**config.mk**
```make
export PLATFORM = sky130hd
export DESIGN_NAME = mmc1_flat
export DESIGN_NICKNAME = d
export VERILOG_FILES = /design/src/rtl/mmc1_if.sv /design/src/rtl/mmc1.sv /design/src/flat_wrapper.sv
export SDC_FILE = /design/constraint.sdc
export NUM_CORES = 1
export LEC_CHECK = 0
export CAP_MARGIN = 20
export CORE_MARGIN = 4
export CORE_UTILIZATION = 35
export CTS_BUF_LIST = sky130_fd_sc_hd__clkbuf_8
export DETAILED_ROUTE_END_ITERATION = 12
export PLACE_DENSITY = 0.82
export SYNTH_ARGS = -nofsm -noshare
export SYNTH_HDL_FRONTEND = slang
export SYNTH_SLANG_ARGS = --single-unit
export TNS_END_PERCENT = 1
```
**constraint.sdc**
```tcl
create_clock -name clk_in -period 1.3 [get_ports clk_in]
set_input_delay 0.195 -clock clk_in [delete_from_list [all_inputs] [get_ports clk_in]]
set_output_delay 0.195 -clock clk_in [all_outputs]
set_load 0.05 [all_outputs]
```
**src/rtl/mmc1_if.sv**
```systemverilog
// mmc1_if: CPU-side and PPU-side bus bundle between the bus mux / PPU and the MMC1 mapper.
// Ports: a_in/d_in/wr_in (muxed CPU bus), ppu_a_in (PPU VRAM address) in;
//        prg_a_out, prg_ram_en_out, chr_a_out, mirror_out out of the mapper.
interface mmc1_if #(
    parameter int PRG_BANK_BITS = 4,
    parameter int CHR_BANK_BITS = 5
);
    logic [15:0]                  a_in;
    logic [7:0]                   d_in;
    logic                         wr_in;
    logic [13:0]                  ppu_a_in;
    logic [PRG_BANK_BITS+13:0]    prg_a_out;
    logic                         prg_ram_en_out;
    logic [CHR_BANK_BITS+11:0]    chr_a_out;
    logic [1:0]                   mirror_out;

    // Bus side: drives the CPU/PPU addresses and observes the mapper outputs.
    modport master (
        output a_in, d_in, wr_in, ppu_a_in,
        input  prg_a_out, prg_ram_en_out, chr_a_out, mirror_out
    );

    // Mapper side.
    modport slave (
        input  a_in, d_in, wr_in, ppu_a_in,
        output prg_a_out, prg_ram_en_out, chr_a_out, mirror_out
    );
endinterface

```
**src/rtl/mmc1.sv**
```systemverilog
// mmc1: MMC1 (SxROM) mapper - serial 5-bit register loads at $8000-$FFFF, PRG/CHR banking, mirroring.
// Ports: clk_in, rst_in (sync, active-high); bus (mmc1_if.slave) carries CPU/PPU addresses and
//        the translated prg_a_out/chr_a_out, prg_ram_en_out and mirror_out (combinational from registers).
module mmc1 #(
    parameter int PRG_BANK_BITS = 4,
    parameter int CHR_BANK_BITS = 5
) (
    input  logic         clk_in,
    input  logic         rst_in,
    mmc1_if.slave        bus
);
    localparam int PB = PRG_BANK_BITS;
    localparam int CB = CHR_BANK_BITS;

    logic [4:0] shift_q,   shift_d;
    logic [2:0] cnt_q,     cnt_d;
    logic [4:0] control_q, control_d;
    logic [4:0] chr0_q,    chr0_d;
    logic [4:0] chr1_q,    chr1_d;
    logic [4:0] prg_q,     prg_d;
    logic       wr_q;

    logic       wr_qual;
    logic       wr_evt;
    logic [4:0] load_val;

    // Only writes to $8000-$FFFF are mapper writes; a held strobe counts once (edge on the
    // qualified strobe), so a write elsewhere also re-arms the edge detector.
    assign wr_qual  = bus.wr_in & bus.a_in[15];
    assign wr_evt   = wr_qual & ~wr_q;
    // Bits arrive LSB first; the fifth bit lands in the MSB.
    assign load_val = {bus.d_in[0], shift_q[4:1]};

    always_comb begin
        shift_d   = shift_q;
        cnt_d     = cnt_q;
        control_d = control_q;
        chr0_d    = chr0_q;
        chr1_d    = chr1_q;
        prg_d     = prg_q;
        if (wr_evt) begin
            if (bus.d_in[7]) begin
                // Abort any partial load and force PRG mode 3 (fixed last bank at $C000).
                shift_d        = '0;
                cnt_d          = '0;
                control_d[3:2] = 2'b11;
            end else if (cnt_q != 3'd4) begin
                shift_d = load_val;
                cnt_d   = cnt_q + 3'd1;
            end else begin
                unique case (bus.a_in[14:13])
                    2'd0: control_d = load_val;
                    2'd1: chr0_d    = load_val;
                    2'd2: chr1_d    = load_val;
                    2'd3: prg_d     = load_val;
                endcase
                shift_d = '0;
                cnt_d   = '0;
            end
        end
    end

    always_ff @(posedge clk_in) begin
        if (rst_in) begin
            shift_q   <= '0;
            cnt_q     <= '0;
            control_q <= 5'b01100;
            chr0_q    <= '0;
            chr1_q    <= '0;
            prg_q     <= '0;
            wr_q      <= 1'b0;
        end else begin
            shift_q   <= shift_d;
            cnt_q     <= cnt_d;
            control_q <= control_d;
            chr0_q    <= chr0_d;
            chr1_q    <= chr1_d;
            prg_q     <= prg_d;
            wr_q      <= wr_qual;
        end
    end

    // PRG banking: modes 0/1 switch 32 KB (bank LSB from the CPU A14), mode 2 fixes the
    // first bank at $8000, mode 3 fixes the last bank at $C000.
    logic [PB-1:0] prg_bank;
    always_comb begin
        prg_bank = '0;
        unique case (control_q[3:2])
            2'd2:    prg_bank = bus.a_in[14] ? prg_q[PB-1:0] : '0;
            2'd3:    prg_bank = bus.a_in[14] ? '1 : prg_q[PB-1:0];
            default: prg_bank = {prg_q[PB-1:1], bus.a_in[14]};
        endcase
    end

    assign bus.prg_a_out      = {prg_bank, bus.a_in[13:0]};
    assign bus.prg_ram_en_out = (bus.a_in[15:13] == 3'b011) & ~prg_q[4];
    assign bus.mirror_out     = control_q[1:0];

    // CHR banking: 8 KB mode ignores chr0 bit 0 and chr1; 4 KB mode selects by PPU A12.
    always_comb begin
        if (control_q[4]) begin
            bus.chr_a_out = {(bus.ppu_a_in[12] ? chr1_q[CB-1:0] : chr0_q[CB-1:0]),
                             bus.ppu_a_in[11:0]};
        end else begin
            bus.chr_a_out = {chr0_q[CB-1:1], bus.ppu_a_in[12:0]};
        end
    end

    // Data bits 6:1 carry nothing for the mapper; PPU A13 ($2000+) is nametable space.
    logic unused_bits;
    assign unused_bits = ^{bus.d_in[6:1], bus.ppu_a_in[13]};
endmodule
```
**src/flat_wrapper.sv**
```systemverilog
// flat-port wrapper written by rule: the top's interface ports become plain ports
module mmc1_flat 
#(
    parameter int PRG_BANK_BITS = 4,
    parameter int CHR_BANK_BITS = 5
)
  (clk_in, rst_in, bus_a_in, bus_d_in, bus_wr_in, bus_ppu_a_in, bus_prg_a_out, bus_prg_ram_en_out, bus_chr_a_out, bus_mirror_out);
  mmc1_if #(.PRG_BANK_BITS(PRG_BANK_BITS), .CHR_BANK_BITS(CHR_BANK_BITS)) bus_i ();
  input  logic clk_in;
  input  logic rst_in;
  input wire logic [$bits(bus_i.a_in)-1:0] bus_a_in;
  input wire logic [$bits(bus_i.d_in)-1:0] bus_d_in;
  input wire logic [$bits(bus_i.wr_in)-1:0] bus_wr_in;
  input wire logic [$bits(bus_i.ppu_a_in)-1:0] bus_ppu_a_in;
  output wire logic [$bits(bus_i.prg_a_out)-1:0] bus_prg_a_out;
  output wire logic [$bits(bus_i.prg_ram_en_out)-1:0] bus_prg_ram_en_out;
  output wire logic [$bits(bus_i.chr_a_out)-1:0] bus_chr_a_out;
  output wire logic [$bits(bus_i.mirror_out)-1:0] bus_mirror_out;
  assign bus_i.a_in = bus_a_in;
  assign bus_i.d_in = bus_d_in;
  assign bus_i.wr_in = bus_wr_in;
  assign bus_i.ppu_a_in = bus_ppu_a_in;
  assign bus_prg_a_out = bus_i.prg_a_out;
  assign bus_prg_ram_en_out = bus_i.prg_ram_en_out;
  assign bus_chr_a_out = bus_i.chr_a_out;
  assign bus_mirror_out = bus_i.mirror_out;
  mmc1 #(.PRG_BANK_BITS(PRG_BANK_BITS), .CHR_BANK_BITS(CHR_BANK_BITS)) u_core (.clk_in(clk_in), .rst_in(rst_in), .bus(bus_i));
endmodule
```
==> impl_metrics.prom <==
# TYPE chip_impl_metric gauge
chip_impl_metric{name="fin_crit_sh",unit="%"} 106.8
chip_impl_metric{name="reg2regPathDepth",unit=""} 5
chip_impl_metric{name="remaining_drc_errors",unit=""} 0
chip_impl_metric{name="clk_pin_slew",unit="ns"} 0.09
chip_impl_metric{name="synthArstFlopShare",unit="%"} 0
chip_impl_metric{name="gp_congestion",unit=""} 0.8262
chip_impl_metric{name="placement_rows",unit=""} 24
chip_impl_info{name="netlist_top_cells_area",value="sky130_fd_sc_hd__dfxtp_1 (35%), sky130_fd_sc_hd__buf_4 (13%), sky130_fd_sc_hd__mux2i_1 (11%), sky130_fd_sc_hd__nand2b_1 (8.3%), sky130_fd_sc_hd__a21oi_1 (5.4%)"} 1
chip_impl_info{name="violations",value="negative setup slack"} 1
chip_impl_metric{name="dr.pass1.iters",unit=""} 4
chip_impl_info{name="critical_path.startpoint_type",value="flop"} 1
chip_impl_metric{name="p_leak",unit="nW"} 0.9211
chip_impl_metric{name="fin_crit",unit="ns"} 1.389
chip_impl_metric{name="filler_cell_count",unit=""} 365
chip_impl_info{name="hold_path.class",value="input pin to output port"} 1
chip_impl_metric{name="clock_sink_count",unit=""} 28
chip_impl_metric{name="max-slew-margin-rel",unit="%"} 83.70
chip_impl_info{name="worstReg2RegEnd",value="u_core.prg_q[1]"} 1
chip_impl_metric{name="vdd.ir_drop.worst",unit="V"} 0.0003723
chip_impl_info{name="yosys_most_used_dff",value="sky130_fd_sc_hd__dfxtp_1"} 1
chip_impl_info{name="synth_commonest_cells",value="sky130_fd_sc_hd__buf_4 (28), sky130_fd_sc_hd__dfxtp_1 (28), sky130_fd_sc_hd__nand2b_1 (21)"} 1
chip_impl_metric{name="io-pin-count",unit=""} 79
chip_impl_metric{name="global_route_wire_length_before_repair",unit="mm"} 5.740
chip_impl_metric{name="netlist.area_leader.share",unit="%"} 35.39
chip_impl_metric{name="ys_warn_count",unit=""} 0
chip_impl_info{name="status",value="complete, but fails checks"} 1
chip_impl_metric{name="grt_remaining_overflow",unit=""} 0
chip_impl_metric{name="hold_path_depth",unit=""} 0
chip_impl_info{name="whs_endpoint",value="bus_prg_a_out[8]"} 1
chip_impl_metric{name="max_clock_freq",unit="MHz"} 720.0
chip_impl_metric{name="avgViaCountPerCell",unit=""} 5.071
chip_impl_info{name="cts_root_buf",value="sky130_fd_sc_hd__clkbuf_8"} 1
chip_impl_metric{name="detail_route.wirelength.met1",unit="mm"} 1.461
chip_impl_info{name="worst_r2r_startpoint",value="u_core.cnt_q[0]"} 1
chip_impl_info{name="unrepaired_setup_endpoints_after_global_routing",value="true"} 1
chip_impl_metric{name="synth_seq_area_share",unit="%"} 35.39
chip_impl_metric{name="ys_ff_latch",unit=""} 28
chip_impl_metric{name="vias",unit=""} 1212
chip_impl_metric{name="globalRouteTotalUtil",unit="%"} 13.23
chip_impl_info{name="min_from",value="bus_a_in[8]"} 1
chip_impl_metric{name="tightest_slew",unit="ns"} 0.2444
chip_impl_metric{name="hpwl",unit="mm"} 2.521
chip_impl_metric{name="count_of_cell_types_in_the_netlist",unit=""} 26
chip_impl_metric{name="cts_hold_repair.buffers",unit=""} 0
chip_impl_metric{name="antenna_violating_nets_post_route",unit=""} 0
chip_impl_metric{name="dr.first_iter.drc_count",unit=""} 37
chip_impl_metric{name="design.die.area",unit="mm2"} 0.005666
chip_impl_metric{name="aggregate_negative_setup_slack",unit="ns"} -0.5536
chip_impl_metric{name="report.final.slew_viol_count",unit=""} 0
chip_impl_metric{name="report.power.total",unit="mW"} 1.812
chip_impl_metric{name="postSynthNetCount",unit=""} 221
chip_impl_info{name="synth_top_cell_by_area",value="sky130_fd_sc_hd__dfxtp_1"} 1
chip_impl_metric{name="antenna_found_initial",unit=""} 0
chip_impl_metric{name="synthesis.area_per_instance",unit="um2"} 8.899
chip_impl_info{name="topRoutingLayerUsed",value="met4"} 1
chip_impl_info{name="timing.critical_path.to_type",value="output port"} 1
chip_impl_metric{name="die_height",unit="um"} 75.28
chip_impl_metric{name="io_buffer_count",unit=""} 21
chip_impl_metric{name="cts-htree-levels",unit=""} 1
chip_impl_metric{name="post_synth_edffs",unit=""} 0
chip_impl_metric{name="path_max_fanout",unit=""} 5
chip_impl_metric{name="floorplan.die.width",unit="um"} 75.28
chip_impl_metric{name="power_density",unit="mW/mm2"} 869.8
chip_impl_metric{name="detail_route.wirelength",unit="mm"} 3.550
chip_impl_metric{name="core",unit="mm2"} 0.004354
chip_impl_metric{name="initial_util",unit="%"} 36.38
chip_impl_metric{name="syn_to_final_growth",unit="%"} 31.52
chip_impl_metric{name="timing.max_cap.violations",unit=""} 0
chip_impl_metric{name="largest_buffer_count_on_any_clock_path",unit=""} 2
chip_impl_metric{name="drt-wirelength-per-cell",unit="um"} 14.85
chip_impl_metric{name="met2_length",unit="mm"} 1.793
chip_impl_metric{name="cts_buffers",unit=""} 3
chip_impl_metric{name="grt_start_max_net_pins",unit=""} 17
chip_impl_metric{name="fin_ws",unit="ns"} -0.08895
chip_impl_metric{name="rrSetupSlack",unit="ns"} -0.06
chip_impl_info{name="tritoncts",value="built"} 1
chip_impl_metric{name="finalSetupViolCount",unit=""} 11
chip_impl_metric{name="first_global_vias",unit=""} 1226
chip_impl_metric{name="antennaDiodeCount",unit=""} 0
chip_impl_metric{name="cp.required",unit="ns"} 1.11
chip_impl_metric{name="route.met3.wl",unit="um"} 179
chip_impl_info{name="path_class",value="flop to output port"} 1
chip_impl_metric{name="synth.cell_area",unit="mm2"} 0.001584
chip_impl_metric{name="clock-skew-final",unit="ns"} 0.004454
chip_impl_metric{name="timing_hold_violations_final",unit=""} 0
chip_impl_metric{name="placed_cells",unit=""} 234
chip_impl_metric{name="utilization",unit="%"} 47.84
chip_impl_metric{name="worst-endpoint-arrival",unit="ns"} 1.19
chip_impl_metric{name="final_layout_size_suffix_gt1_share",unit="%"} 35.29
chip_impl_metric{name="final-instance-count-excl-fill",unit=""} 239
chip_impl_metric{name="insertion_delay",unit="ns"} 0.27
chip_impl_metric{name="post_synth_inst_count",unit=""} 178
chip_impl_metric{name="finalNetCount",unit=""} 231
==> metal layers <==
metal  global-route usage [%]  vias up
met5                        0        -
met4                    6.408        0
met3                    1.602       13
met2                    23.69       37
met1                    15.52      575
li1                         -      587
==> what timing repair did <==
item / in CTS / in global routing
gates resized for setup: 29 / 5
cloned: 0 / 0
pin swaps: 3 / 5
setup endpoints to repair: 28 / 29
setup buffers: 1 / 0
==> flip-flops by register name, summed over array words and instances (netlist names) <==
register and flops:
u_core.chr0_q 5, u_core.chr1_q 5, u_core.cnt_q 3, u_core.control_q 5
u_core.prg_q 5, u_core.shift_q 4, u_core.wr_q 1
==> report_power, final <==
part	switching (mW)	internal (mW)
combinational	0.135	0.133
sequential	0.00438	0.861
clock	0.267	0.412
==> how the worst max path moves through the flow <==
| stage | end | slack, ns | startpoint |
|---|---|---|---|
| 3_3_place_gp | u_core.control_q[4] | -0.33 | bus_a_in[14] |
| 5_1_grt | bus_chr_a_out[15] | -0.14 | u_core.control_q[4] |
| 3_5_place_dp | u_core.control_q[4] | -0.35 | bus_a_in[14] |
| 4_1_cts | bus_chr_a_out[14] | -0.11 | u_core.control_q[4] |
| 6_report | bus_chr_a_out[14] | -0.09 | u_core.control_q[4] |
| 2_1_floorplan | u_core.prg_q[0] | -0.09 | u_core.cnt_q[0] |
==> metrics by stage <==
| stage | area, um2 | setup WS, ns | hold WS, ns |
|---|---|---|---|
| 2_1_floorplan | 1599 | -0.08851 | 0.3088 |
| 3_3_place_gp | 1904 | -0.3284 | 0.3903 |
| 3_5_place_dp | 1904 | -0.3477 | 0.3903 |
| 4_1_cts | 2062 | -0.1099 | 0.3903 |
| 5_1_grt | 2083 | -0.1360 | 0.3901 |
| 6_report | 2083 | -0.08895 | 0.3900 |
==> cells by family (layout without fill, tap and decap cells) <==
logic type | after synthesis | count (layout) | synth area share, %
fa+ha+maj | 2 | 2 | 1.580
flops | 28 | 28 | 35.39
mux | 22 | 22 | 14.22
compound gates | 22 | 22 | 7.662
simple gates | 65 | 65 | 25.12
buf+inv | 39 | 48 | 16.03
==> cell usage in the layout (no fill, tap or decap), types with 2 or more instances in the layout <==
cell	netlist	layout
sky130_fd_sc_hd__a21oi_1	17	14
sky130_fd_sc_hd__a21oi_2	0	3
sky130_fd_sc_hd__buf_12	0	13
sky130_fd_sc_hd__buf_4	28	19
sky130_fd_sc_hd__clkbuf_8	0	3
sky130_fd_sc_hd__clkdlybuf4s50_1	0	4
sky130_fd_sc_hd__dfxtp_1	28	24
sky130_fd_sc_hd__dfxtp_2	0	3
sky130_fd_sc_hd__dlygate4sd2_1	0	3
sky130_fd_sc_hd__inv_2	0	2
sky130_fd_sc_hd__mux2_4	0	4
sky130_fd_sc_hd__mux2i_1	18	18
sky130_fd_sc_hd__nand2_1	14	13
sky130_fd_sc_hd__nand2b_1	21	20
sky130_fd_sc_hd__nand3b_1	2	2
sky130_fd_sc_hd__nand4b_4	0	2
sky130_fd_sc_hd__nor2_1	9	5
sky130_fd_sc_hd__nor2_2	0	4
sky130_fd_sc_hd__nor3_1	4	2
sky130_fd_sc_hd__o21bai_1	2	2
sky130_fd_sc_hd__or2b_1	4	4
sky130_fd_sc_hd__or3_1	3	2
==> final cells by class <==
type / instances / area (um2) / area share [%]
inverter: 3 / 11.26 / 0.5405
timing repair buffer: 41 / 491.7 / 23.60
tap: 52 / 65.06 / 3.123
sequential: 28 / 568.0 / 27.27
multi-input combinational: 111 / 875.8 / 42.04
clock inverter: 1 / 30.03 / 1.441
clock buffer: 3 / 41.29 / 1.982
==> worst max-delay path: stages, from the launching register on <==
cell	delay, ns
sky130_fd_sc_hd__dfxtp_2	0.35
sky130_fd_sc_hd__nand2_4	0.10
sky130_fd_sc_hd__mux2_4	0.33
sky130_fd_sc_hd__buf_12	0.15
No activity file was read; power rests on OpenSTA's default activity.
